$ cat config.mk
export PLATFORM = sky130hd
export DESIGN_NAME = seg7_scan_to_bcd
export DESIGN_NICKNAME = d
export VERILOG_FILES = /design/src/rtl/seg7_scan_to_bcd.sv
export SDC_FILE = /design/constraint.sdc
export NUM_CORES = 1
export LEC_CHECK = 0
export ABC_AREA = 1
export BUFFER_PORTS_ARGS = -buffer_cell sky130_fd_sc_hd__buf_2
export CORE_MARGIN = 1.5
export CORE_UTILIZATION = 35
export CTS_BUF_LIST = sky130_fd_sc_hd__clkbuf_16
export DETAILED_ROUTE_END_ITERATION = 12
export GPL_TIMING_DRIVEN = 0
export PLACE_DENSITY = 0.66
export SYNTH_ARGS = -nofsm -noshare
export SYNTH_HDL_FRONTEND = slang
export SYNTH_SLANG_ARGS = --single-unit
export TNS_END_PERCENT = 1
$ cat constraint.sdc
create_clock -name clk -period 1.5 [get_ports clk]
set_input_delay 0.075 -clock clk [delete_from_list [all_inputs] [get_ports clk]]
set_output_delay 0.075 -clock clk [all_outputs]
set_load 0.02 [all_outputs]
$ cat src/rtl/seg7_scan_to_bcd.sv
// Recovers per-digit BCD values from a time-multiplexed 7-segment display bus.
// Define SEG7_ACTIVE_LOW_EN for common-anode buses (segment lit when 0).
module seg7_scan_to_bcd #(
  parameter int NDIG       = 4,
  parameter int STABLE_CYC = 3
) (
  input  logic                clk,
  input  logic                rst_n,
  input  logic [6:0]          seg,
  input  logic [NDIG-1:0]     dig_sel,
  input  logic                err_clr,
  output logic [4*NDIG-1:0]   bcd_out,
  output logic [NDIG-1:0]     digit_valid,
  output logic                frame_done,
  output logic                err
);

  typedef enum logic [1:0] {S_IDLE = 2'd0, S_SETTLE = 2'd1, S_HOLD = 2'd2} state_t;

  localparam logic [3:0]      LP_STABLE = 4'(STABLE_CYC);
  localparam logic [NDIG-1:0] LP_ONE    = NDIG'(1);

  state_t              r_state;
  state_t              w_state_nxt;
  logic [NDIG+6:0]     r_smp;
  logic [3:0]          r_cnt;
  logic [3:0]          w_cnt_nxt;
  logic [3:0]          r_mh_cnt;
  logic [3:0]          w_mh_cnt_nxt;
  logic [NDIG-1:0]     r_mask;
  logic [4*NDIG-1:0]   r_bcd;
  logic [NDIG-1:0]     r_valid;
  logic                r_frame_done;
  logic                r_err;

  logic [6:0]          w_seg;
  logic [NDIG+6:0]     w_in;
  logic                w_match;
  logic                w_onehot;
  logic                w_multi;
  logic                w_capture;
  logic                w_mh_err;
  logic [5:0]          w_dec;
  logic                w_err_set;
  logic                w_mask_full;
  logic [NDIG-1:0]     w_cap_bits;

  // Returns {valid, illegal, bcd}
  function automatic logic [5:0] f_decode(input logic [6:0] s);
    logic [5:0] d;
    case (s)
      7'h7E:   d = {1'b1, 1'b0, 4'h0};
      7'h30:   d = {1'b1, 1'b0, 4'h1};
      7'h6D:   d = {1'b1, 1'b0, 4'h2};
      7'h79:   d = {1'b1, 1'b0, 4'h3};
      7'h33:   d = {1'b1, 1'b0, 4'h4};
      7'h5B:   d = {1'b1, 1'b0, 4'h5};
      7'h5F:   d = {1'b1, 1'b0, 4'h6};
      7'h70:   d = {1'b1, 1'b0, 4'h7};
      7'h7F:   d = {1'b1, 1'b0, 4'h8};
      7'h7B:   d = {1'b1, 1'b0, 4'h9};
      7'h00:   d = {1'b0, 1'b0, 4'hF};
      default: d = {1'b0, 1'b1, 4'hE};
    endcase
    return d;
  endfunction

  function automatic logic f_onehot(input logic [NDIG-1:0] v);
    return (v != '0) && ((v & (v - LP_ONE)) == '0);
  endfunction

`ifdef SEG7_ACTIVE_LOW_EN
  assign w_seg = ~seg;
`else
  assign w_seg = seg;
`endif

  assign w_in        = {dig_sel, w_seg};
  assign w_match     = (w_in == r_smp);
  assign w_onehot    = f_onehot(dig_sel);
  assign w_multi     = (dig_sel != '0) && !w_onehot;
  assign w_dec       = f_decode(w_seg);
  assign w_err_set   = (w_capture && w_dec[4]) || w_mh_err;
  assign w_mask_full = (r_mask == '1);
  assign w_cap_bits  = w_capture ? dig_sel : '0;

  // State register
  always_ff @(posedge clk) begin
    if (!rst_n) begin
      r_state <= S_IDLE;
    end else begin
      r_state <= w_state_nxt;
    end
  end

  // Next-state, dwell counter and capture strobe
  always_comb begin
    w_state_nxt = r_state;
    w_cnt_nxt   = r_cnt;
    w_capture   = 1'b0;
    case (r_state)
      S_IDLE: begin
        w_cnt_nxt = 4'd0;
        if (w_onehot) begin
          w_state_nxt = S_SETTLE;
        end else begin
          w_state_nxt = S_IDLE;
        end
      end
      S_SETTLE: begin
        if (!w_match) begin
          w_cnt_nxt   = 4'd0;
          w_state_nxt = w_onehot ? S_SETTLE : S_IDLE;
        end else if ((r_cnt + 4'd1) >= LP_STABLE) begin
          w_cnt_nxt   = LP_STABLE;
          w_capture   = 1'b1;
          w_state_nxt = S_HOLD;
        end else begin
          w_cnt_nxt   = r_cnt + 4'd1;
        end
      end
      S_HOLD: begin
        if (!w_match) begin
          w_cnt_nxt   = 4'd0;
          w_state_nxt = w_onehot ? S_SETTLE : S_IDLE;
        end else begin
          w_cnt_nxt   = LP_STABLE;
        end
      end
      default: begin
        w_cnt_nxt   = 4'd0;
        w_state_nxt = S_IDLE;
      end
    endcase
  end

  // Multi-hot dwell tracking; saturation makes the error fire once per dwell
  always_comb begin
    w_mh_cnt_nxt = 4'd0;
    w_mh_err     = 1'b0;
    if (w_multi && w_match) begin
      if (r_mh_cnt < LP_STABLE) begin
        w_mh_cnt_nxt = r_mh_cnt + 4'd1;
        w_mh_err     = ((r_mh_cnt + 4'd1) == LP_STABLE);
      end else begin
        w_mh_cnt_nxt = r_mh_cnt;
      end
    end else begin
      w_mh_cnt_nxt = 4'd0;
    end
  end

  // Sampling, capture, frame tracking and sticky error
  always_ff @(posedge clk) begin
    if (!rst_n) begin
      r_smp        <= '0;
      r_cnt        <= 4'd0;
      r_mh_cnt     <= 4'd0;
      r_mask       <= '0;
      r_bcd        <= '1;
      r_valid      <= '0;
      r_frame_done <= 1'b0;
      r_err        <= 1'b0;
    end else begin
      r_smp        <= w_in;
      r_cnt        <= w_cnt_nxt;
      r_mh_cnt     <= w_mh_cnt_nxt;
      r_frame_done <= w_mask_full;
      r_mask       <= (w_mask_full ? '0 : r_mask) | w_cap_bits;
      for (int i = 0; i < NDIG; i++) begin
        if (w_cap_bits[i]) begin
          r_bcd[4*i +: 4] <= w_dec[3:0];
          r_valid[i]      <= w_dec[5];
        end
      end
      if (w_err_set) begin
        r_err <= 1'b1;
      end else if (err_clr) begin
        r_err <= 1'b0;
      end else begin
        r_err <= r_err;
      end
    end
  end

  assign bcd_out     = r_bcd;
  assign digit_valid = r_valid;
  assign frame_done  = r_frame_done;
  assign err         = r_err;

endmodule

# Word-level counts from Yosys, hierarchy flattened
# Index checks and enable logic that the tools add are counted.
[totals] register_bits=47 input_bits=14 out_inout_bits=22 elab_cells=71
[classes] add_sub_neg=3 order_cmp=2 n_eq_ne=17 mux=19 bitwise_logic=2 n_reduce_logical=13
[op_table] operator="$pmux W6 S11" n=1
[op_table] operator="$eq A7 B7 Y1 const B" n=8
[op_table] operator="$mux W4" n=4
[op_table] operator="$eq A7 B6 Y1 const B" n=2
[op_table] operator="$eq A11 B11 Y1" n=1
[op_table] operator="$add A4 B1 Y4 const B" n=2
[op_table] operator="$mux W1" n=8
[op_table] operator="$mux W2" n=4
[op_table] operator="$pmux W4 S2" n=1
[op_table] operator="$logic_not A7 Y1" n=1
[op_table] operator="$pmux W2 S3" n=1
[op_table] operator="$and A4 B4 Y4" n=1
[op_table] operator="$eq A4 B2 Y1 const B" n=1
[op_table] operator="$eq A4 B4 Y1 const B" n=1
[op_table] operator="$ge A4 B2 Y1 const B" n=1
[op_table] operator="$logic_and A1 B1 Y1" n=4
[op_table] operator="$logic_not A4 Y1" n=1
[op_table] operator="$lt A4 B2 Y1 const B" n=1
[op_table] operator="$or A4 B4 Y4" n=1
[op_table] operator="$reduce_and A2 Y1" n=2
[op_table] operator="$reduce_bool A4 Y1" n=1
[op_table] operator="$sub A4 B1 Y4 const B" n=1
[op_table] operator="$ne A3 B3 Y1 const B" n=1
[op_table] operator="$eq A2 B1 Y1 const B" n=1
[op_table] operator="6 further kinds" n=6

# Depth between registers and ports, before layout
# Gate-level depths: netlist of run 1.
[depth] word_depth=10 mapped_depth=14 ltp_nobuf=13

# Worst setup path before layout of run 1
# OpenSTA, ideal clock, no wires.
[synth_timing] path_type="register to register" startpoint="reg r_cnt[0]" endpoint="reg r_bcd[2] (netlist: bcd_out[2])" setup_ps=130 arrival_ps=1431 t_required_ps=1370 slack_ps=-61 stages_incl_launch_ff=10 n_path_buf=0 synth_period_minus_slack_ps=1561 path_cell_list="dfxtp_1 inv_1 ha_1 nand3b_1 a21oi_1 inv_1 nand3_4 inv_2 nand2_1 nand3_1"
[synth_between] elab_chain_len=6
[synth_lines] item="start: declaration" line="26" text="logic [3:0] r_cnt;"
[synth_lines] item="start signal: assignment" line="166" text="r_cnt <= w_cnt_nxt;"
[synth_lines] item="$add A4 B1 Y4" line="114" text="end else if ((r_cnt + 4'd1) >= LP_STABLE) begin"
[synth_lines] item="$ge A4 B2 Y1" line="114"
[synth_lines] item="$mux W1" line="114"
[synth_lines] item="$mux W1" line="111" text="if (!w_match) begin"
[synth_lines] item="$mux W1" line="101" text="case (r_state)"
[synth_lines] item="$mux W4" line="85" text="assign w_cap_bits = w_capture ? dig_sel : '0;"
[synth_lines] item="end signal: indexed assignment" line="172" text="r_bcd[4*i +: 4] <= w_dec[3:0];"
[synth_lines] item="end: declaration" line="31" text="logic [4*NDIG-1:0] r_bcd;"
# No other way between the ends.
# A chain may end at the register's enable or synchronous reset.

# Worst setup path in the final report of run 1
[layout_timing] startpoint="reg r_smp[3]" endpoint="reg r_bcd[4] (netlist: bcd_out[4])"
[layout_between] elab_chain_len=4
[layout_lines] item="start: declaration" line="25" text="logic [NDIG+6:0] r_smp;"
[layout_lines] item="start signal: assignment" line="165" text="r_smp <= w_in;"
[layout_lines] item="$eq A11 B11 Y1" line="79" text="assign w_match = (w_in == r_smp);"
[layout_lines] item="$mux W1" line="111"
[layout_lines] item="$mux W1" line="101"
[layout_lines] item="$mux W4" line="85"
# No other way between the ends.

==> results of run 1 <==
==> repair_timing <==
item	4_1_cts	5_1_grt
endpoints found under the setup margin	28	29
cloned	0	0
setup buffers	9	1
pin swaps	9	17
resized for setup	8	24
==> stage by stage <==
stage	instance area [um^2]	setup WS [ns]	hold slack, ns	power (W)
CTS	2910	-0.0525	0.0385	0.00260
global placement	2670	-0.214	0.328	0.00152
global route	2990	-0.162	0.0622	0.00271
detailed placement	2670	-0.230	0.338	0.00153
finish	2990	-0.0441	0.0525	0.00259
floorplan	2410	0.00313	0.168	0.00146
==> layout make-up <==
cell class / count / share of cell area, %
tap: 80 / 3.35
clock inverter: 3 / 0.503
multi-input combinational: 248 / 43.9
timing repair buffer: 43 / 8.46
inverter: 54 / 6.95
sequential: 47 / 31.8
buffer: 5 / 0.838
clock buffer: 5 / 4.19
==> layer usage <==
metal | vias up | global-route usage [%] | part of all wire (%)
li1 | 1180 | - | -
met5 | - | 0 | 0
met4 | 0 | 6.89 | 2.0
met1 | 995 | 18.4 | 44
met3 | 12 | 3.18 | 3.0
met2 | 40 | 27.0 | 51
==> Yosys cell counts (all sizes together) <==
cell type    n  share of area, %
inv         54               8.4
nor3         6               1.5
clkbuf       2              0.31
nand2      135                21
nand3       28               8.6
ha           8               4.2
nor3b        2              0.62
xor2         2              0.73
conb         1              0.16
nand3b       3              0.94
xnor2        4               1.5
buf          3              0.73
a21oi       11               2.3
dfxtp       47                39
or2          2              0.52
nor2        35               6.9
o21ai        4              0.83
nand4        6               1.6
==> cells by family (layout without fill, tap and decap cells) <==
kind of cell,Yosys count,count (layout),synth area share [%]
xor+xnor,6,6,2.19
simple gates,217,217,41.8
other cells,1,2,0.156
flops,47,47,39.1
fa+ha+maj,8,8,4.16
compound gates,15,15,3.12
buf+inv,59,110,9.47
==> cells in the final DEF, fill, tap and decap left out, types with 3 or more instances in the layout <==
master and count:
a21oi_1 9, buf_2 35, buf_4 10, clkbuf_16 5, dfxtp_1 39, dfxtp_2 8, ha_1 7, inv_1 41
inv_2 11, nand2_1 127, nand2_2 8, nand3_1 22, nand3_4 5, nand3b_1 3, nand4_1 6, nor2_1 28
nor2_2 3, nor2_4 3, nor3_1 5, o21ai_0 4, xnor2_2 3
==> report_power, final <==
part / leakage, nW / total [W] / internal [W] / switching, W
Sequential: 0.386 / 0.00129 / 0.00127 / 0.0000152
Clock: 0.0649 / 0.00106 / 0.000606 / 0.000453
Combinational: 1.10 / 0.000244 / 0.0000821 / 0.000162
==> sequential cells by signal, summed over array words and instances, names as in the netlist <==
| register | flops |
|---|---|
| bcd_out | 16 |
| digit_valid | 4 |
| err | 1 |
| frame_done | 1 |
| r_cnt | 4 |
| r_mask | 4 |
| r_mh_cnt | 4 |
| r_smp | 11 |
| r_state | 2 |
==> path summary, 6_finish.rpt <==
kind                             from                        to  cells after the start
max reg2reg       r_smp[3]$_SDFF_PN0_   bcd_out[4]$_SDFFE_PN1P_                      8
min reg2reg  r_mh_cnt[3]$_SDFFE_PN0N_  r_mh_cnt[3]$_SDFFE_PN0N_                      2
min                            seg[4]       r_smp[4]$_SDFF_PN0_                      3
max               r_smp[3]$_SDFF_PN0_   bcd_out[4]$_SDFFE_PN1P_                      8
==> worst register-to-register path: stages, from the launching register on <==
cell     delay (ns)
dfxtp_2        0.33
xnor2_2        0.16
nand2_2        0.11
nor2_4         0.15
nand3_4        0.10
nor2_8         0.20
nand3_4        0.18
nand2_1        0.10
nand3_1        0.08
==> flow_metrics.tcl, run 1 <==
set metrics [dict create \
    final.setup.tns_ns -0.178 \
    gp_congestion 0.862 \
    syn_area_per_cell_um2 6.81 \
    slowest_stage "dfxtp_2" \
    setup_viol 10 \
    required_ns 1.65 \
    crit_top_cell "nand3_4" \
    clock_skew_ns 0.00425 \
    grt_pass1_wl_mm 8.98 \
    first_global_vias 2058 \
    synth_cells 353 \
    clock_path_buffers 2 \
    cts_tree "done" \
    areaGrowthSynthToFinish_pct 24.2 \
    critPathBufInv 0 \
    htree_levels 2 \
    outcome "finished with violations" \
    grt_max_degree 15 \
    finalNetCount 426 \
    yosysWarnings 0 \
    place_hpwl_mm 3.84 \
    antenna_left 0 \
    overflow 0 \
    fmax_mhz 648 \
    r2r_slack_ns -0.04 \
    cp-start-kind "register" \
    clk_pin_slew_ns 0.06 \
    rows 30 \
    start_util_pct 35.8 \
    die_w_um 85.9 \
    cts_sinks 47 \
    yosys.cell_types.count 27 \
    seq_area_frac_synth_pct 39.1 \
    dieArea_mm2 0.00738 \
    die_h_um 85.9 \
    ir_drop_mv 0.399 \
    cts_buffers 5 \
    multiInputGateArea_mm2 0.00131 \
    p_per_area_mw_per_mm2 867 \
    violations "negative setup slack" \
    port_buffers 33 \
    seqCellArea_um2 951 \
    cp_slowest_stage_delay_ns 0.33 \
    diodes 0 \
    nFillCells 687 \
    p_leak_nw 1.55 \
    hold_path.class "in -> reg" \
    maxCapViolCount 0 \
    remaining_drc_errors 0 \
    clockRootBuffer "clkbuf_16" \
    first_pass_iters 4 \
    clk_latency_ns 0.28 \
    maxSlewViolCount 0 \
    fin_util_pct 44.5 \
    final_cells 485 \
    drive_gt1_share_pct 25.4 \
    critPathMaxFanout 8 \
    arrival_ns 1.70 \
    core_area_mm2 0.00672 \
    wl_per_cell_um 10.9 \
    first_iter_violations 80 \
    viasPerCell 4.59 \
    finalHoldViolCount 0 \
    wl_mm 5.27 \
    period_minus_slack_ns 1.54 \
    synth-seq-cells 47 \
    vias 2227 \
    crit_chain "xnor2_2, nand2_2, nor2_4, nand3_4, nor2_8, nand3_4, nand2_1, nand3_1" \
    critical_path_class "reg -> reg" \
    dp_cells 467 \
    synthesis.area_mm2 0.00240 \
    final_critical_path_setup_slack_ns -0.0441 \
    grtUsageTotal_pct 15.5 \
    hold_buffers 0 \
    final.period_utilization_pct 103 \
    pin_count 36 \
    grt_antenna_before_repair 0 \
    grt_setup_unrepaired "true" \
    cpLargestDelayFamily "simple AND/OR/NAND/NOR gates" \
    cp-end-kind "register" \
]
(Power assumes the default switching activity.)
==> inputs of run 2 (changes only) <==
- CELL_PAD_IN_SITES_DETAIL_PLACEMENT: not set -> 0
- CELL_PAD_IN_SITES_GLOBAL_PLACEMENT: not set -> 1
- PLACE_DENSITY: 0.66 -> 0.84
==> run 2 against run 1 <==
Net effect: final area fell by 1.8%; largest power group unchanged; worst hold slack lost 0.00095 ns; critical path type unchanged; sequential share of layout area is 0.60 points higher; die area stayed put; critical path depth is 3 higher; sequential cell count is the same; wire length down 4.6%; the flow still finishes with violations (negative setup slack); clock-buffer cell count unchanged; non-clock buffer count shrank 5.
==> flow_metrics.tcl, run 2 (synthesis results as in run 1) <==
set metrics [dict create \
    outcome "finished with violations" \
    violations "negative setup slack" \
    critical_path_class "reg -> reg" \
    grtUsageTotal_pct 14.5 \
    worstHoldEndpoint "r_smp[3]$_SDFF_PN0_" \
    clockRootBuffer "clkbuf_16" \
    gp_congestion 0.862 \
    first_global_vias 1902 \
    htree_levels 2 \
    final_cell_area_mm2 0.00293 \
    rows 30 \
    viasPerCell 4.61 \
    wl_per_cell_um 10.5 \
    layout_commonest_cell "nand2_1" \
    period_minus_slack_ns 1.56 \
    pre_cts_slack_ns -0.310 \
    cts_buffers 5 \
    die_h_um 85.9 \
    antenna_left 0 \
    p_leak_nw 1.52 \
    dieArea_mm2 0.00738 \
    arrival_ns 1.78 \
    die_w_um 85.9 \
    hold_buffers 0 \
    required_ns 1.72 \
    wl_met1_mm 2.36 \
    final.period_utilization_pct 104 \
    wl_mm 5.02 \
    r2r_cells 11 \
    cp-start-kind "register" \
    critPathMaxFanout 4 \
    holdCritStartpoint "seg[3]" \
    overflow 0 \
    drive_gt1_share_pct 23.3 \
    finalNetCount 421 \
    remaining_drc_errors 0 \
    clock_path_buffers 2 \
    ir_drop_mv 0.545 \
    p_seq_share_pct 49.9 \
    p_per_area_mw_per_mm2 875 \
    grt_max_degree 15 \
    areaGrowthSynthToFinish_pct 21.9 \
    grt_setup_unrepaired "true" \
    swShare_pct 23.9 \
    port_buffers 33 \
    cp-end-kind "register" \
    diodes 0 \
    hold_depth 3 \
    first_pass_iters 4 \
    clk_pin_slew_ns 0.06 \
    p_int_w 0.00195 \
    vias 2214 \
    fmax_mhz 642 \
    routed.top_layer "met4" \
    final_critical_path_setup_slack_ns -0.0580 \
    pin_count 36 \
    route.met2.wl_mm 2.48 \
    hold_path.class "in -> reg" \
    core_area_mm2 0.00672 \
    cts_sinks 47 \
    maxSlewViolCount 0 \
    setup_viol 7 \
    dr_wl_met3_um 161 \
    mostFrequentLayoutCells "nand2_1 (126), inv_1 (44), dfxtp_1 (43), buf_2 (35), nor2_1 (28)" \
    clock_skew_ns 0.00467 \
    maxCapViolCount 0 \
    place_hpwl_mm 3.83 \
    placed_cell_area_mm2 0.00267 \
    switching_power_w 0.000613 \
    largest_reg_flops 16 \
    grt_pass1_wl_mm 8.57 \
    p_comb_share_pct 9.2 \
    r2r_slack_ns -0.06 \
    clockPowerShare_pct 40.9 \
    finalHoldViolCount 0 \
    clk_latency_ns 0.28 \
    p_total_w 0.00256 \
    start_util_pct 35.8 \
    cts_tree "done" \
    reg2reg_from "r_cnt[0]$_SDFF_PN0_" \
    first_iter_violations 83 \
    multiInputGateArea_mm2 0.00130 \
    grt_antenna_before_repair 0 \
    seqCellArea_um2 951 \
    rr_endpoint "r_state[0]$_SDFFE_PN0P_" \
    nFillCells 694 \
]
-- run 2: changes by cell type in the layout (fill, tap and decap cells not counted), sizes merged --
cell / before / now
inv: 54 / 55
buf: 46 / 41
clkinv: 2 / 1
-- run 2: worst max-delay path: stages (launching register included) --
cell and delay (ns):
dfxtp_4 0.36, inv_2 0.05, ha_4 0.14, nand3b_1 0.16, a21oi_2 0.21, buf_4 0.16
nand4_1 0.10, nand2_1 0.11, inv_2 0.04, nand2_1 0.04, nand2_1 0.04, nor2_1 0.08
-- run 2: final cells by class --
class                           instances  area share (%)
Buffer                                  5           0.854
Sequential cell                        47            32.4
Clock inverter                          3           0.555
Multi-Input combinational cell        248            44.5
Tap cell                               80            3.41
Clock buffer                            5            4.27
Inverter                               54            7.08
Timing Repair Buffer                   38            6.91
-- run 2: worst max-delay path by stage --
| stage | start | endpoint | slack, ns |
|---|---|---|---|
| after detailed placement | r_cnt[0]$_SDFF_PN0_ | bcd_out[3]$_SDFFE_PN1P_ | -0.31 |
| after CTS | r_cnt[0]$_SDFF_PN0_ | r_state[0]$_SDFFE_PN0P_ | -0.07 |
| final | r_cnt[0]$_SDFF_PN0_ | r_state[0]$_SDFFE_PN0P_ | -0.06 |
| after global placement | r_cnt[0]$_SDFF_PN0_ | bcd_out[0]$_SDFFE_PN1P_ | -0.30 |
| after floorplan | r_cnt[0]$_SDFF_PN0_ | bcd_out[2]$_SDFFE_PN1P_ | 0.003 |
| after global routing | r_smp[0]$_SDFF_PN0_ | bcd_out[3]$_SDFFE_PN1P_ | -0.16 |
-- run 2: power by group through the flow --
stage / clock network (W) / registers, W / logic (W)
4_1_cts: 0.00110 / 0.00128 / 0.000230
6_report: 0.00105 / 0.00128 / 0.000237
3_5_place_dp: 0 / 0.00131 / 0.000223
2_1_floorplan: 0 / 0.00131 / 0.000151
3_3_place_gp: 0 / 0.00131 / 0.000219
5_1_grt: 0.00115 / 0.00128 / 0.000273
-- run 2: through the flow --
step	hold WS, ns	TNS (ns)	std cells	util, %
floorplan	0.168	0	354	-
global placement	0.333	-6.34	467	39.8
detailed placement	0.343	-6.81	467	39.8
CTS	0.0434	-0.254	477	42.6
global route	0.0596	-2.79	480	43.6
finish	0.0515	-0.144	480	43.6
-- run 2: timing repair --
| action | 4_1_cts | 5_1_grt |
|---|---|---|
| buffers inserted | 2 | 3 |
| pin swaps | 8 | 12 |
| setup endpoints to repair | 28 | 29 |
| gates resized for setup | 9 | 19 |
-- run 2: per-layer routing --
| metal | up-vias | global-route usage, % |
|---|---|---|
| met5 | - | 0 |
| met4 | 0 | 2.64 |
| met3 | 4 | 3.18 |
| met2 | 32 | 24.6 |
| met1 | 1000 | 19.2 |
| li1 | 1178 | - |
==> inputs of run 3 (changes only) <==
- ABC_AREA: 1 -> 0
- CORE_MARGIN: 1.5 -> not set
- PLACE_DENSITY: 0.84 -> 0.79
==> run 3 against run 2 <==
Net effect: the run ends with design-rule violations, negative setup slack left; global-route usage is 0.10 points higher; core utilization is 1.8 points higher; first-iteration DRC count is 46% lower; largest cell class unchanged; worst setup slack worse by 0.17 ns; critical path type unchanged; worst hold slack worse by 0.0058 ns.
==> flow_metrics.tcl, run 3 <==
set metrics [dict create \
    yosys.cell_types.count 54 \
    cts_buffers 5 \
    synthTopCellsByArea "dfxtp_1 (40%), mux2i_1 (8.4%), xor2_1 (4.8%)" \
    place_hpwl_mm 3.57 \
    clock_path_buffers 2 \
    worst_pin_slew_ns 0.553 \
    clk_pin_slew_ns 0.06 \
    synth_area_leader_cell "dfxtp_1" \
    clock_skew_ns 0.00582 \
    clockPowerShare_pct 44.6 \
    synth-main-ff-cell "dfxtp_1" \
    layout_commonest_cell "dfxtp_1" \
    grt_setup_unrepaired "true" \
    violations "design-rule violations, negative setup slack" \
    rows 29 \
    areaGrowthSynthToFinish_pct 23.6 \
    p_int_w 0.00214 \
    hold_buffers 0 \
    worstHoldEndpoint "r_smp[3]$_SDFF_PN0_" \
    switching_power_w 0.000598 \
    die_h_um 84.3 \
    mostFrequentLayoutCells "dfxtp_1 (42), nor2_1 (25), buf_2 (25), mux2i_1 (20), and2_1 (14)" \
    vias 1772 \
    clockRootBuffer "clkbuf_16" \
    multiInputGateArea_mm2 0.00134 \
    maxSlewViolCount 0 \
    first_global_vias 1711 \
    period_minus_slack_ns 1.73 \
    cp-start-kind "register" \
    synthesis.area_mm2 0.00237 \
    wl_per_cell_um 14.3 \
    synth_cells 240 \
    htree_levels 2 \
    finalHoldViolCount 0 \
    required_ns 1.67 \
    critical_path_class "reg -> reg" \
    final_cells 356 \
    cp-end-kind "register" \
    diodes 0 \
    hold_path.class "in -> reg" \
    setup_viol 31 \
    overflow 0 \
    final.period_utilization_pct 115 \
    core_area_mm2 0.00646 \
    critPathMaxFanout 3 \
    pre_cts_slack_ns -0.328 \
    p_comb_share_pct 8.6 \
    synth_common_cells "dfxtp_1 (47), nor2_1 (26), mux2i_1 (20)" \
    yosysWarnings 0 \
    dieArea_mm2 0.00711 \
    r2r_slack_ns -0.23 \
    slew_headroom_pct 62.8 \
    dp_cells 343 \
    final_critical_path_setup_slack_ns -0.230 \
    hold_depth 2 \
    first_pass_iters 8 \
    port_buffers 25 \
    viasPerCell 4.98 \
    start_util_pct 36.7 \
    pin_count 36 \
    wl_mm 5.08 \
    synthArstFlopShare_pct 0 \
    finalNetCount 300 \
    drive_gt1_share_pct 31.2 \
    synth_edf_count 0 \
    nFillCells 618 \
    rr_endpoint "r_state[0]$_SDFFE_PN0P_" \
    grtUsageTotal_pct 14.6 \
    holdCritStartpoint "seg[3]" \
    grt_antenna_before_repair 0 \
    grt_pass1_wl_mm 8.23 \
    grt_max_degree 15 \
    p_per_area_mw_per_mm2 935 \
    arrival_ns 1.90 \
    remaining_drc_errors 2 \
    gp_congestion 0.776 \
    r2r_cells 7 \
    maxCapViolCount 0 \
    seq_area_frac_synth_pct 39.7 \
    reg2reg_from "r_cnt[0]$_SDFF_PN0_" \
    seqCellArea_um2 947 \
    largest_reg_flops 16 \
    synth-seq-cells 47 \
    synth_top_area_share_pct 39.7 \
    final.setup.tns_ns -4.93 \
    first_iter_violations 45 \
    synth.most_common_cell "dfxtp_1" \
    cts_tree "done" \
    cts_sinks 47 \
    die_w_um 84.3 \
    swShare_pct 21.8 \
    p_leak_nw 1.11 \
    p_seq_share_pct 46.8 \
    syn_area_per_cell_um2 9.88 \
    antenna_left 0 \
    fmax_mhz 578 \
    clk_latency_ns 0.28 \
    outcome "finished with violations" \
    ir_drop_mv 0.535 \
    hold_ws_ns 0.0457 \
]
[run 3: cell count changes after synthesis, moves of 5 or more]
cell	previous run	this run
nand3_1	22	5
buf_6	0	9
o21a_1	0	6
inv_2	7	1
mux2i_1	0	20
nand3_4	5	0
nor4_1	0	6
xor2_1	2	13
inv_1	47	10
a21oi_1	11	2
nand2_1	134	7
and3_1	0	6
and2_1	0	14
[run 3: layout make-up]
| type | count | share of cell area, % |
|---|---|---|
| Buffer | 19 | 6.06 |
| Clock buffer | 5 | 4.27 |
| Clock inverter | 3 | 1.32 |
| Inverter | 11 | 1.41 |
| Multi-Input combinational cell | 163 | 45.6 |
| Sequential cell | 47 | 32.3 |
| Tap cell | 77 | 3.28 |
| Timing Repair Buffer | 31 | 5.80 |
[run 3: critical path, stage by stage (launching register included)]
cell     delay [ns]
dfxtp_2        0.33
inv_2          0.05
ha_4           0.16
or4b_4         0.48
o21ai_2        0.12
a31oi_1        0.06
and3_1         0.16
a211o_1        0.26
[run 3: logic make-up (layout without fill, tap and decap cells)]
kind of cell               count (synthesis)  count (layout)  synth area share (%)
and+or+nand+nor                           88              88                  22.5
DFF                                       47              47                  39.7
buffers and inverters                     31              69                  9.18
AOI/OAI and AO/OA                         30              30                  10.3
muxes                                     20              20                  8.44
xor gates and xnor gates                  15              15                  5.54
adders and majority gates                  8               8                  4.22
other                                      1               2                 0.158
[run 3: through the flow]
stage	total power (W)	utilization [%]	cell area, um^2
final	0.00274	45.4	2930
after detailed placement	0.00153	40.7	2630
after global placement	0.00153	40.7	2630
after CTS	0.00276	44.2	2860
after floorplan	0.00148	-	2410
after global routing	0.00286	45.4	2930
[run 3: metal layers]
metal | wire length [um] | track usage [%]
met2 | 2310 | 22.9
met1 | 2460 | 19.8
met4 | 98 | 5.55
met5 | 0 | 0
met3 | 212 | 3.24
[run 3: power groups by stage]
stage | Sequential [W] | Combinational [W] | Clock (W)
6_report | 0.00128 | 0.000235 | 0.00122
5_1_grt | 0.00128 | 0.000257 | 0.00132
4_1_cts | 0.00128 | 0.000229 | 0.00125
3_3_place_gp | 0.00131 | 0.000217 | 0
2_1_floorplan | 0.00131 | 0.000172 | 0
3_5_place_dp | 0.00131 | 0.000221 | 0
[run 3: what timing repair did]
action                                 CTS  global route
setup buffers                            4             2
setup endpoints to repair               32            33
resized for setup                       11            13
endpoints found under the hold margin    0             0
pin swaps                                7             6
[run 3: worst max path at each step]
stage | to | cells past startpoint | slack, ns | start
2_1_floorplan | r_state[0]$_SDFFE_PN0P_ | 8 | -0.22 | r_state[1]$_SDFFE_PN0P_
3_3_place_gp | r_state[0]$_SDFFE_PN0P_ | 8 | -0.30 | r_state[1]$_SDFFE_PN0P_
3_5_place_dp | r_state[0]$_SDFFE_PN0P_ | 8 | -0.33 | r_state[1]$_SDFFE_PN0P_
4_1_cts | r_state[0]$_SDFFE_PN0P_ | 7 | -0.28 | r_cnt[0]$_SDFF_PN0_
5_1_grt | r_state[0]$_SDFFE_PN0P_ | 7 | -0.31 | r_cnt[0]$_SDFF_PN0_
6_report | r_state[0]$_SDFFE_PN0P_ | 7 | -0.23 | r_cnt[0]$_SDFF_PN0_
